[src/rtl/mul_cpa_seq_if.sv]
// Valid/ready bus for the sequential carry-propagate adder.
// Upstream delivers the sum and carry rows. Downstream takes the resolved WIDTH+1 bit result.
interface mul_cpa_seq_if #(
  parameter int unsigned WIDTH = 32
);
  logic             in_valid;
  logic             in_ready;
  logic [WIDTH-1:0] in_sum;
  logic [WIDTH-1:0] in_carry;
  logic             out_valid;
  logic             out_ready;
  logic [WIDTH:0]   out_result;

  // The side that supplies the rows and consumes the result.
  modport master (
    output in_valid, in_sum, in_carry, out_ready,
    input  in_ready, out_valid, out_result
  );

  // The adder itself.
  modport slave (
    input  in_valid, in_sum, in_carry, out_ready,
    output in_ready, out_valid, out_result
  );
endinterface

[src/rtl/mul_cpa_seq.sv]
// Sequential final carry-propagate adder for the multiplier datapath.
// It resolves the redundant sum and carry rows into one binary value, CHUNK bits per cycle.
// A single CHUNK-bit adder is reused on every cycle, so the full carry chain stays off the critical path.
module mul_cpa_seq #(
  parameter int unsigned WIDTH = 32,
  parameter int unsigned CHUNK = 8
) (
  input  logic         clk,
  input  logic         rst_n,
  mul_cpa_seq_if.slave bus,
  output logic         busy
);

  localparam int unsigned NCHUNK = WIDTH / CHUNK;
  localparam int unsigned IDXW   = (NCHUNK > 1) ? $clog2(NCHUNK) : 1;
  localparam logic [IDXW-1:0] LAST_IDX = IDXW'(NCHUNK - 1);

  if ((WIDTH % CHUNK) != 0 || CHUNK == 0) begin : g_bad_params
    $error("mul_cpa_seq: WIDTH must be a non-zero multiple of CHUNK");
  end

  typedef enum logic [1:0] {
    IDLE = 2'd0,
    ADD  = 2'd1,
    HOLD = 2'd2
  } state_t;

  state_t           state_q;
  state_t           state_d;
  logic [WIDTH-1:0] a_q;
  logic [WIDTH-1:0] b_q;
  logic [IDXW-1:0]  idx_q;
  logic             carry_q;
  logic [WIDTH:0]   result_q;

  logic             accept;
  logic             deliver;
  logic             last_chunk;
  logic [CHUNK:0]   chunk_sum;

  // Handshake qualifiers and the adder slice for the current chunk.
  always_comb begin
    accept     = bus.in_valid && (state_q == IDLE);
    deliver    = bus.out_ready && (state_q == HOLD);
    last_chunk = (idx_q == LAST_IDX);
    chunk_sum  = {1'b0, a_q[idx_q*CHUNK +: CHUNK]}
               + {1'b0, b_q[idx_q*CHUNK +: CHUNK]}
               + {{CHUNK{1'b0}}, carry_q};
  end

  // State register.
  always_ff @(posedge clk or negedge rst_n) begin
    if (!rst_n) state_q <= IDLE;
    else        state_q <= state_d;
  end

  // Next-state logic: IDLE -> ADD -> HOLD -> IDLE.
  always_comb begin
    state_d = state_q;
    unique case (state_q)
      IDLE:    if (accept)     state_d = ADD;
      ADD:     if (last_chunk) state_d = HOLD;
      HOLD:    if (deliver)    state_d = IDLE;
      default:                 state_d = IDLE;
    endcase
  end

  // Status and handshake outputs, decoded from the state.
  always_comb begin
    bus.in_ready   = (state_q == IDLE);
    bus.out_valid  = (state_q == HOLD);
    busy           = (state_q != IDLE);
    bus.out_result = result_q;
  end

  // Operand capture and chunk-serial carry propagation.
  always_ff @(posedge clk or negedge rst_n) begin
    if (!rst_n) begin
      a_q      <= '0;
      b_q      <= '0;
      idx_q    <= '0;
      carry_q  <= 1'b0;
      result_q <= '0;
    end else begin
      unique case (state_q)
        IDLE: begin
          if (accept) begin
            a_q      <= bus.in_sum;
            b_q      <= bus.in_carry;
            idx_q    <= '0;
            carry_q  <= 1'b0;
            result_q <= '0;
          end
        end
        ADD: begin
          result_q[idx_q*CHUNK +: CHUNK] <= chunk_sum[CHUNK-1:0];
          carry_q                        <= chunk_sum[CHUNK];
          if (last_chunk) begin
            result_q[WIDTH] <= chunk_sum[CHUNK];
            idx_q           <= '0;
          end else begin
            idx_q <= idx_q + 1'b1;
          end
        end
        default: ;
      endcase
    end
  end

endmodule

[src/flat_wrapper.sv]
// flat-port wrapper written by rule: the top's interface ports become plain ports
module mul_cpa_seq_flat 
#(
  parameter int unsigned WIDTH = 32,
  parameter int unsigned CHUNK = 8
)
  (clk, rst_n, busy, bus_in_valid, bus_in_sum, bus_in_carry, bus_out_ready, bus_in_ready, bus_out_valid, bus_out_result);
  mul_cpa_seq_if #(.WIDTH(WIDTH)) bus_i ();
  input  logic clk;
  input  logic rst_n;
  output logic busy;
  input wire logic [$bits(bus_i.in_valid)-1:0] bus_in_valid;
  input wire logic [$bits(bus_i.in_sum)-1:0] bus_in_sum;
  input wire logic [$bits(bus_i.in_carry)-1:0] bus_in_carry;
  input wire logic [$bits(bus_i.out_ready)-1:0] bus_out_ready;
  output wire logic [$bits(bus_i.in_ready)-1:0] bus_in_ready;
  output wire logic [$bits(bus_i.out_valid)-1:0] bus_out_valid;
  output wire logic [$bits(bus_i.out_result)-1:0] bus_out_result;
  assign bus_i.in_valid = bus_in_valid;
  assign bus_i.in_sum = bus_in_sum;
  assign bus_i.in_carry = bus_in_carry;
  assign bus_i.out_ready = bus_out_ready;
  assign bus_in_ready = bus_i.in_ready;
  assign bus_out_valid = bus_i.out_valid;
  assign bus_out_result = bus_i.out_result;
  mul_cpa_seq #(.WIDTH(WIDTH), .CHUNK(CHUNK)) u_core (.clk(clk), .rst_n(rst_n), .bus(bus_i), .busy(busy));
endmodule
[config.mk]
export PLATFORM = sky130hd
export DESIGN_NAME = mul_cpa_seq_flat
export DESIGN_NICKNAME = d
export VERILOG_FILES = /design/src/rtl/mul_cpa_seq_if.sv /design/src/rtl/mul_cpa_seq.sv /design/src/flat_wrapper.sv
export SDC_FILE = /design/constraint.sdc
export NUM_CORES = 1
export LEC_CHECK = 0
export ABC_AREA = 0
export CAP_MARGIN = 10
export CORE_MARGIN = 1.5
export CORE_UTILIZATION = 55
export DETAILED_ROUTE_END_ITERATION = 12
export GPL_TIMING_DRIVEN = 0
export HOLD_SLACK_MARGIN = 0.03
export PLACE_DENSITY_LB_ADDON = 0.25
export SLEW_MARGIN = 20
export SYNTH_ARGS = -nofsm -noshare
export SYNTH_HDL_FRONTEND = slang
export SYNTH_SLANG_ARGS = --single-unit
export TNS_END_PERCENT = 30
[constraint.sdc]
create_clock -name clk -period 4.03 [get_ports clk]
set_input_delay 0.403 -clock clk [delete_from_list [all_inputs] [get_ports clk]]
set_output_delay 0.403 -clock clk [all_outputs]
set_load 0.01 [all_outputs]
# Yosys cells after proc, flatten, opt, wreduce, memory -nomap -nowiden
# Cells that the tools add are included.
# Widths: inputs -> output; s select.
# word_totals
word_cells	41
mem_bits_ro	0
ram_bits	0
memories	0
latch_bits	0
regBits	102
inputBits	68
# classes
add_sub_neg	4
n_reduce_logical	8
n_div	0
shifts	4
n_eq_ne	6
muxes	13
bitwise	0
mul	0
magnitude_cmp	0
# op_table
operator	count
$pmux 33 s2	1
$shiftx 32x6->8	2
$neg 5->34	1
$shift 8x34->33 const A	1
$shiftx 8x34->33	1
$bwmux 33	1
$mux 33	1
$mux 2	5
$add 8x8->9	1
$add 9x1->9	1
$ne 2x1->1 const B	3
$pmux 2 s3	1
$eq 2x2->1 const B	2
$pmux 2 s2	1
$reduce_and 2->1	2
$reduce_bool 2->1	2
$reduce_and 3->1	1
$add 2x1->2 const B	1
$eq 2x1->1 const B	1
$logic_and 1x1->1	2
$logic_not 2->1	1
$mux 1	2
$pmux 1 s2	1

# Logic depth before layout (Yosys ltp)
# Gate-level depths: netlist (run 1).
# depth
word_depth	7
depth_mapped	10

# Least setup slack after synthesis (run 1)
# OpenSTA, ideal clock, no wires.
# synth_path
path_kind	reg-to-reg
start	register u_core.idx_q[0]
end	register u_core.result_q[22], in the netlist u_core.bus.out_result[22]
synth_period_minus_slack_ns	2.671
arrival_ns	2.550
stages_incl_launch_ff	11
required_ns	3.909
slack_ns	1.359
path_cell_list	dfrtp_1 buf_4 mux4_2 fa_1 inv_1 fa_1 nor2b_1 nor3_1 o21ai_2 xor2_2 a22o_1
# synth_via
elab_chain_len	6
elab_cells_between_ends	9
classes_between	add/sub: 3; shift: 4; mux: 2
# synth_lines
item	line	rtl
start, declared	mul_cpa_seq.sv:32	logic [IDXW-1:0] idx_q;
start signal, assigned	mul_cpa_seq.sv:102	idx_q <= idx_q + 1'b1;
$shiftx 32x6->8 (on tied branches)	mul_cpa_seq.sv:46, mul_cpa_seq.sv:47	
$add 8x8->9	mul_cpa_seq.sv:47	+ {1'b0, b_q[idx_q*CHUNK +: CHUNK]}
$add 9x1->9	mul_cpa_seq.sv:48	+ {{CHUNK{1'b0}}, carry_q};
$shiftx 8x34->33	mul_cpa_seq.sv:96	result_q[idx_q*CHUNK +: CHUNK] <= chunk_sum[CHUNK-1:0];
$bwmux 33 *	mul_cpa_seq.sv:96	
$pmux 33 s2 *	mul_cpa_seq.sv:85	unique case (state_q)
end signal, assigned by index	mul_cpa_seq.sv:96	
end signal, assigned by index	mul_cpa_seq.sv:99	result_q[WIDTH] <= chunk_sum[CHUNK];
end, declared	mul_cpa_seq.sv:34	logic [WIDTH:0] result_q;
# Mark *: on every way between the ends. The rest lies on a longest branch, timed or not.
# A chain may end at the register's enable or synchronous reset.

# Worst setup path after layout (run 1)
# layout_path
start	register u_core.idx_q[0]
end	register u_core.result_q[28], in the netlist u_core.bus.out_result[28]
# The elaborated chain is that of the path after synthesis.

==> flow_metrics.env, run 1 <==
export IMPL_status="finished, final reports clean"
export IMPL_gr_usage_all_layers_pct=26.1
export IMPL_ios=104
export IMPL_drt_iter0_markers=189
export IMPL_routed_via_density=5.39
export IMPL_setup_slack_ns=0.923
export IMPL_period_minus_slack_ns=3.11
export IMPL_synth_adder_area_share_pct=3.75
export IMPL_wl_microns=11000
export IMPL_synth_area_sq_um=4740
export IMPL_p_per_area_nw_per_um2=856
export IMPL_cts_buffers=9
export IMPL_tightest_slew_ns=0.534
export IMPL_grt_ovfl_total=0
export IMPL_avgSynthCellArea_sq_um=10.4
export IMPL_diodes=0
export IMPL_ys_seq_elements=102
export IMPL_synth_xor_area_share_pct=1.27
export IMPL_synth_top_family_by_area="simple AND/OR/NAND/NOR gates"
export IMPL_hold_viol_final=0
export IMPL_post_route_drc_count=0
export IMPL_portBuffers=103
export IMPL_clkLatencyLatePin_ns=0.36
export IMPL_clock_path_buffers=2
export IMPL_grt_pass1_vias=3689
export IMPL_vias=3667
export IMPL_die_w_microns=95.8
export IMPL_syn2layout_area_growth_pct=29.0
export IMPL_setup_violations=0
export IMPL_dp_cells=663
export IMPL_path_clk_slew_ns=0.09
export IMPL_synth_area_leaders="dfrtp_1 (54%), nand2_1 (16%), mux4_2 (7.6%)"
export IMPL_final_nets=651
export IMPL_cap_violations=0
export IMPL_fin_util_pct=73.7
export IMPL_row_count=33
export IMPL_hpwl_microns=8300
export IMPL_synth_distinct_cells=39
export IMPL_drive_gt1_share_pct=11.0
export IMPL_die_y_microns=95.8
export IMPL_cp_start_kind="flop"
export IMPL_ys_warn_count=0
export IMPL_power_leakage_nw=2.95
export IMPL_yosys_area_share_simple_pct=19.1
export IMPL_critical_path_class="flop to flop"
export IMPL_place_gp_congestion=0.862
export IMPL_start_util_pct=57.1
export IMPL_syn_num_nets=535
export IMPL_rsz0062_at_grt="no"
export IMPL_cp_data_required_time_ns=4.33
export IMPL_nFillCells=613
export IMPL_hp_class="flop to flop"
export IMPL_grt_antenna_before_repair=0
export IMPL_grt_first_pass_wirelength_microns=17800
export IMPL_synth_top_area_cell="dfrtp_1"
export IMPL_cts_root_buf="clkbuf_8"
export IMPL_finalCritPeriodShare_pct=77.1
export IMPL_yosysSeqAreaShare_pct=53.9
export IMPL_ant_nets=0
export IMPL_synth_cells=454
export IMPL_critical_path_arrival_ns=3.41
export IMPL_fmax_ghz=0.322
export IMPL_clock_sinks=102
export IMPL_preCtsSetupSlack_ns=0.962
export IMPL_maxSlewViolCount=0
export IMPL_synth_compound_area_share_pct=9.90
export IMPL_critPathMaxFanout=10
export IMPL_irDropWorstVdd_uv=550
export IMPL_die_area_sq_um=9180
export IMPL_synthMuxAreaShare_pct=7.60
export IMPL_maxSlewHeadroom_pct=64.4
export IMPL_routedWlPerCell_microns=16.1
export IMPL_crit_path_end_kind="flop"
export IMPL_htree_levels=3
export IMPL_fp_coreArea_sq_um=8300
export IMPL_cts_tree="built"
export IMPL_first_pass_iters=5
export IMPL_grt_start_max_net_pins=55
export IMPL_synth_top_area_share_pct=53.9
export IMPL_final_cells=680
export IMPL_fin_skew_ns=0.0104
flip-flops by register name, indices dropped and copies added (netlist names):
name / count
u_core.bus.out_result: 33
u_core.a_q: 32
u_core.b_q: 32
u_core.idx_q: 2
u_core.state_q: 2
u_core.carry_q: 1
per-layer routing:
layer / GRT usage (%) / part of all wire (%) / vias up
met2: 46.9 / 52 / 122
met1: 31.2 / 40 / 1784
met4: 9.31 / 2.5 / 0
li1: - / - / 1737
met3: 4.90 / 5.0 / 24
met5: 0 / 0 / -
cell usage after synthesis:
cell      instances
nand2_1         203
dfrtp_1         102
a22o_1           28
mux4_2           16
ha_1             11
inv_1            11
buf_2             9
o21ai_0           9
buf_6             8
a21oi_4           4
clkbuf_1          4
xnor2_1           4
a21oi_1           3
buf_4             3
nand3_1           3
nor2_1            3
nor2b_1           3
o211ai_1          3
a21o_1            2
and4_1            2
fa_1              2
nor2_2            2
o21ai_1           2
o31ai_1           2
a211oi_2          1
a21oi_2           1
a31oi_1           1
and2_1            1
and2b_1           1
and3_1            1
and4b_1           1
nand2b_1          1
nand2b_4          1
nand4_1           1
nor3_1            1
nor3b_1           1
o21ai_2           1
xor2_1            1
xor2_2            1
critical path, stage by stage (launching register included):
cell and delay, ns:
dfrtp_1 0.44, buf_4 0.27, mux4_2 0.56, fa_1 0.47
inv_1 0.09, fa_1 0.21, nor2b_1 0.08, o21ai_0 0.20
nand2_1 0.11, xor2_1 0.39, a22o_1 0.23
cell type report:
type	count	area (sq um)	area share (%)
Buffer	24	173	2.82
Clock buffer	12	145	2.37
Clock inverter	4	30.0	0.491
Inverter	11	41.3	0.675
Multi-Input combinational cell	317	1970	32.3
Sequential cell	102	2550	41.7
Tap cell	105	131	2.15
Timing Repair Buffer	105	1070	17.5
worst paths after layout:
path	startpoint	endpoint	slack [ns]	cells past startpoint
min in group asynchronous	rst_n	u_core.b_q[26]	0.54	2
worst max register to register	u_core.idx_q[0]	u_core.bus.out_result[28]	0.92	10
worst min register to register	u_core.a_q[6]	u_core.a_q[6]	0.48	2
max in group asynchronous	rst_n	u_core.a_q[15]	2.89	3
worst max-delay path	u_core.idx_q[0]	u_core.bus.out_result[28]	0.92	10
worst min-delay path	u_core.a_q[6]	u_core.a_q[6]	0.48	2
logic make-up (layout without fill, tap and decap cells):
| logic type | Yosys count | count (layout) |
|---|---|---|
| and+or+nand+nor | 225 | 225 |
| AOI/OAI and AO/OA | 57 | 57 |
| adders and majority gates | 13 | 13 |
| xor gates and xnor gates | 6 | 6 |
| DFF | 102 | 102 |
| buffers and inverters | 35 | 156 |
| muxes | 16 | 16 |
repair_timing:
| item | CTS | global route |
|---|---|---|
| hold buffers | 1 | 0 |
| gates resized for setup | 0 | 0 |
| setup buffers | 0 | 0 |
| endpoints found under the hold margin | 48 | 0 |
through the flow:
step | TNS, ns | instance area (sq um) | total power [mW] | hold slack, ns
floorplan | 0 | 4740 | 3.68 | 0.107
global placement | -108.47 | 5900 | 4.52 | 0.453
detailed placement | 0 | 5930 | 4.65 | 0.371
CTS | 0 | 6120 | 5.24 | 0.483
global route | 0 | 6120 | 5.63 | 0.498
finish | 0 | 6120 | 5.23 | 0.481
power by group:
part           total [mW]  switching (mW)  internal, mW
Combinational        2.94            1.65          1.29
Sequential           1.70           0.248          1.45
Clock               0.588           0.342         0.246
cells in the final DEF, fill, tap and decap left out, types with 6 or more instances in the layout:
cell type        instances
o21ai_0                  9
clkbuf_1                 6
clkbuf_8                10
buf_2                    9
mux4_2                  16
dfrtp_1                102
ha_1                    11
a22o_1                  28
inv_1                   11
clkdlybuf4s50_1        102
nand2_1                203
buf_6                    9
Power figures use the tool's default switching activity.
==> run 2, diff against run 1 <==
Settings changed: CORE_UTILIZATION 55 to 51.
Clock period 4.03 ns to 3.2 ns, I/O delays scaled along.
==> flow_metrics.env, run 2 (synthesis gave the netlist of run 1 again) <==
export IMPL_largest_reg_flops=33
export IMPL_maxSlewHeadroom_pct=62.7
export IMPL_die_area_sq_um=9880
export IMPL_switching_share_pct=41.9
export IMPL_final_nets=651
export IMPL_setup_violations=0
export IMPL_slowest_stage="mux4_2"
export IMPL_power_leakage_nw=2.97
export IMPL_start_util_pct=53.6
export IMPL_fmax_ghz=0.334
export IMPL_cp_common_cell="fa_1"
export IMPL_irDropWorstVdd_uv=583
export IMPL_cp_data_required_time_ns=3.44
export IMPL_die_y_microns=99.4
export IMPL_portBuffers=103
export IMPL_finalCritPeriodShare_pct=93.6
export IMPL_path_cells="buf_6 -> mux4_2 -> fa_1 -> inv_1 -> fa_1 -> nor2b_1 -> nor3_1 -> o21ai_2 -> a31oi_1 -> o211ai_1"
export IMPL_crit_path_end_kind="flop"
export IMPL_gr_usage_all_layers_pct=24.1
export IMPL_critPathMaxStageDelay_ns=0.55
export IMPL_cap_violations=0
export IMPL_clock_path_buffers=2
export IMPL_critical_path_arrival_ns=3.24
export IMPL_ant_nets=0
export IMPL_p_seq_share_pct=31.6
export IMPL_grt_start_max_net_pins=58
export IMPL_hpwl_microns=8250
export IMPL_dp_cells=666
export IMPL_drive_gt1_share_pct=11.2
export IMPL_rsz0062_at_grt="no"
export IMPL_fin_skew_ns=0.0122
export IMPL_die_w_microns=99.4
export IMPL_clkLatencyLatePin_ns=0.36
export IMPL_p_per_area_nw_per_um2=1100
export IMPL_wl_microns=11100
export IMPL_syn2layout_area_growth_pct=30.1
export IMPL_diodes=0
export IMPL_r2r_slack_ns=0.20
export IMPL_setup_slack_ns=0.203
export IMPL_maxSlewViolCount=0
export IMPL_htree_levels=3
export IMPL_tightest_slew_ns=0.560
export IMPL_preCtsSetupSlack_ns=0.136
export IMPL_p_int_mw=3.93
export IMPL_ios=104
export IMPL_grt_first_pass_wirelength_microns=18400
export IMPL_post_route_drc_count=0
export IMPL_final_cell_mix="nand2_1 (203), clkdlybuf4s50_1 (102), dfrtp_1 (102)"
export IMPL_fp_coreArea_sq_um=8850
export IMPL_status="finished, final reports clean"
export IMPL_critPathMaxFanout=10
export IMPL_nFillCells=680
export IMPL_drt_iter0_markers=179
export IMPL_grt_ovfl_total=0
export IMPL_hp_class="primary input to async pin"
export IMPL_grt_antenna_before_repair=0
export IMPL_final_common_cell="nand2_1"
export IMPL_place_gp_congestion=0.919
export IMPL_routed_via_density=5.36
export IMPL_cts_setup_buffers=0
export IMPL_period_minus_slack_ns=3.00
export IMPL_power_switching_mw=2.83
export IMPL_grt_pass1_vias=3818
export IMPL_final_cells=681
export IMPL_power_share_combinational_pct=55.3
export IMPL_clock_sinks=102
export IMPL_row_count=34
export IMPL_first_pass_iters=6
export IMPL_path_clk_slew_ns=0.10
export IMPL_cts_buffers=9
export IMPL_p_clk_share_pct=13.0
export IMPL_routedWlPerCell_microns=16.3
export IMPL_vias=3647
export IMPL_critical_path_class="flop to flop"
export IMPL_cts_tree="built"
export IMPL_cts_root_buf="clkbuf_8"
export IMPL_cp_start_kind="flop"
export IMPL_hold_viol_final=0
## run 2: changes by cell type in the layout (fill, tap and decap cells not counted), sizes merged
cell,change
clkbuf,-2
bufinv,+2
inv,-2
## run 2: path summary, 6_finish.rpt
| kind | startpoint | to | cells past startpoint |
|---|---|---|---|
| hold / removal | rst_n | u_core.bus.out_result[0] | 2 |
| setup reg to reg | u_core.idx_q[0] | u_core.bus.out_result[32] | 10 |
| min in group clk | bus_in_carry[22] | u_core.b_q[22] | 3 |
| setup / recovery | u_core.idx_q[0] | u_core.bus.out_result[32] | 10 |
| max in group asynchronous | rst_n | u_core.b_q[21] | 3 |
| hold reg to reg | u_core.b_q[21] | u_core.b_q[21] | 2 |
## run 2: cell type report
cell class | instances | area [sq um] | area share [%]
multi-input combinational | 317 | 1980 | 32.1
clock inverter | 4 | 72.6 | 1.18
clock buffer | 10 | 138 | 2.23
tap | 108 | 135 | 2.19
buffer | 24 | 176 | 2.86
inverter | 11 | 41.3 | 0.670
sequential | 102 | 2550 | 41.4
timing repair buffer | 105 | 1070 | 17.3
## run 2: what timing repair did
item,in CTS,in global routing
endpoints found under the hold margin,45,0
endpoints found under the setup margin,0,6
resized for setup,0,2
hold buffers,1,0
## run 2: power groups by stage
stage,sequential (mW),combinational (mW),clock (mW)
floorplan,2.14,2.49,0
global placement,2.13,3.56,0
detailed placement,2.16,3.69,0
CTS,2.13,3.72,0.882
global route,2.20,4.11,0.939
finish,2.14,3.74,0.879
## run 2: per-stage QoR
step	instance area [sq um]	hold slack, ns	total power, mW	TNS [ns]	util [%]
2_1_floorplan	4740	0.0244	4.63	0	-
3_3_place_gp	5910	0.453	5.69	-186.28	66.7
3_5_place_dp	5930	0.271	5.85	0	67.1
4_1_cts	6150	0.449	6.73	0	69.6
5_1_grt	6170	0.471	7.25	0	69.7
6_report	6170	0.438	6.76	0	69.7
## run 2: per-layer routing
layer / global-route usage [%] / vias to the layer above / routed length [microns]
met1: 30.2 / 1776 / 4530
li1: - / 1732 / -
met3: 3.44 / 11 / 644
met2: 42.5 / 128 / 5820
met4: 9.43 / 0 / 131
met5: 0 / - / 0
## run 2: worst max-delay path, delay by kind of cell, from the launching register on
kind	cells	cell delay (ns)
multiplexers	1	0.55
adder cells (fa/ha/maj)	2	0.67
flip-flops	1	0.46
AND/OR/NAND/NOR	2	0.33
buffers and inverters	2	0.30
AO/OA/AOI/OAI	3	0.56
==> run 3, diff against run 2 <==
Settings changed: CAP_MARGIN 10 to 20.
==> results of run 3 <==
Final layout, timing and power as in run 2 (identical DEF).
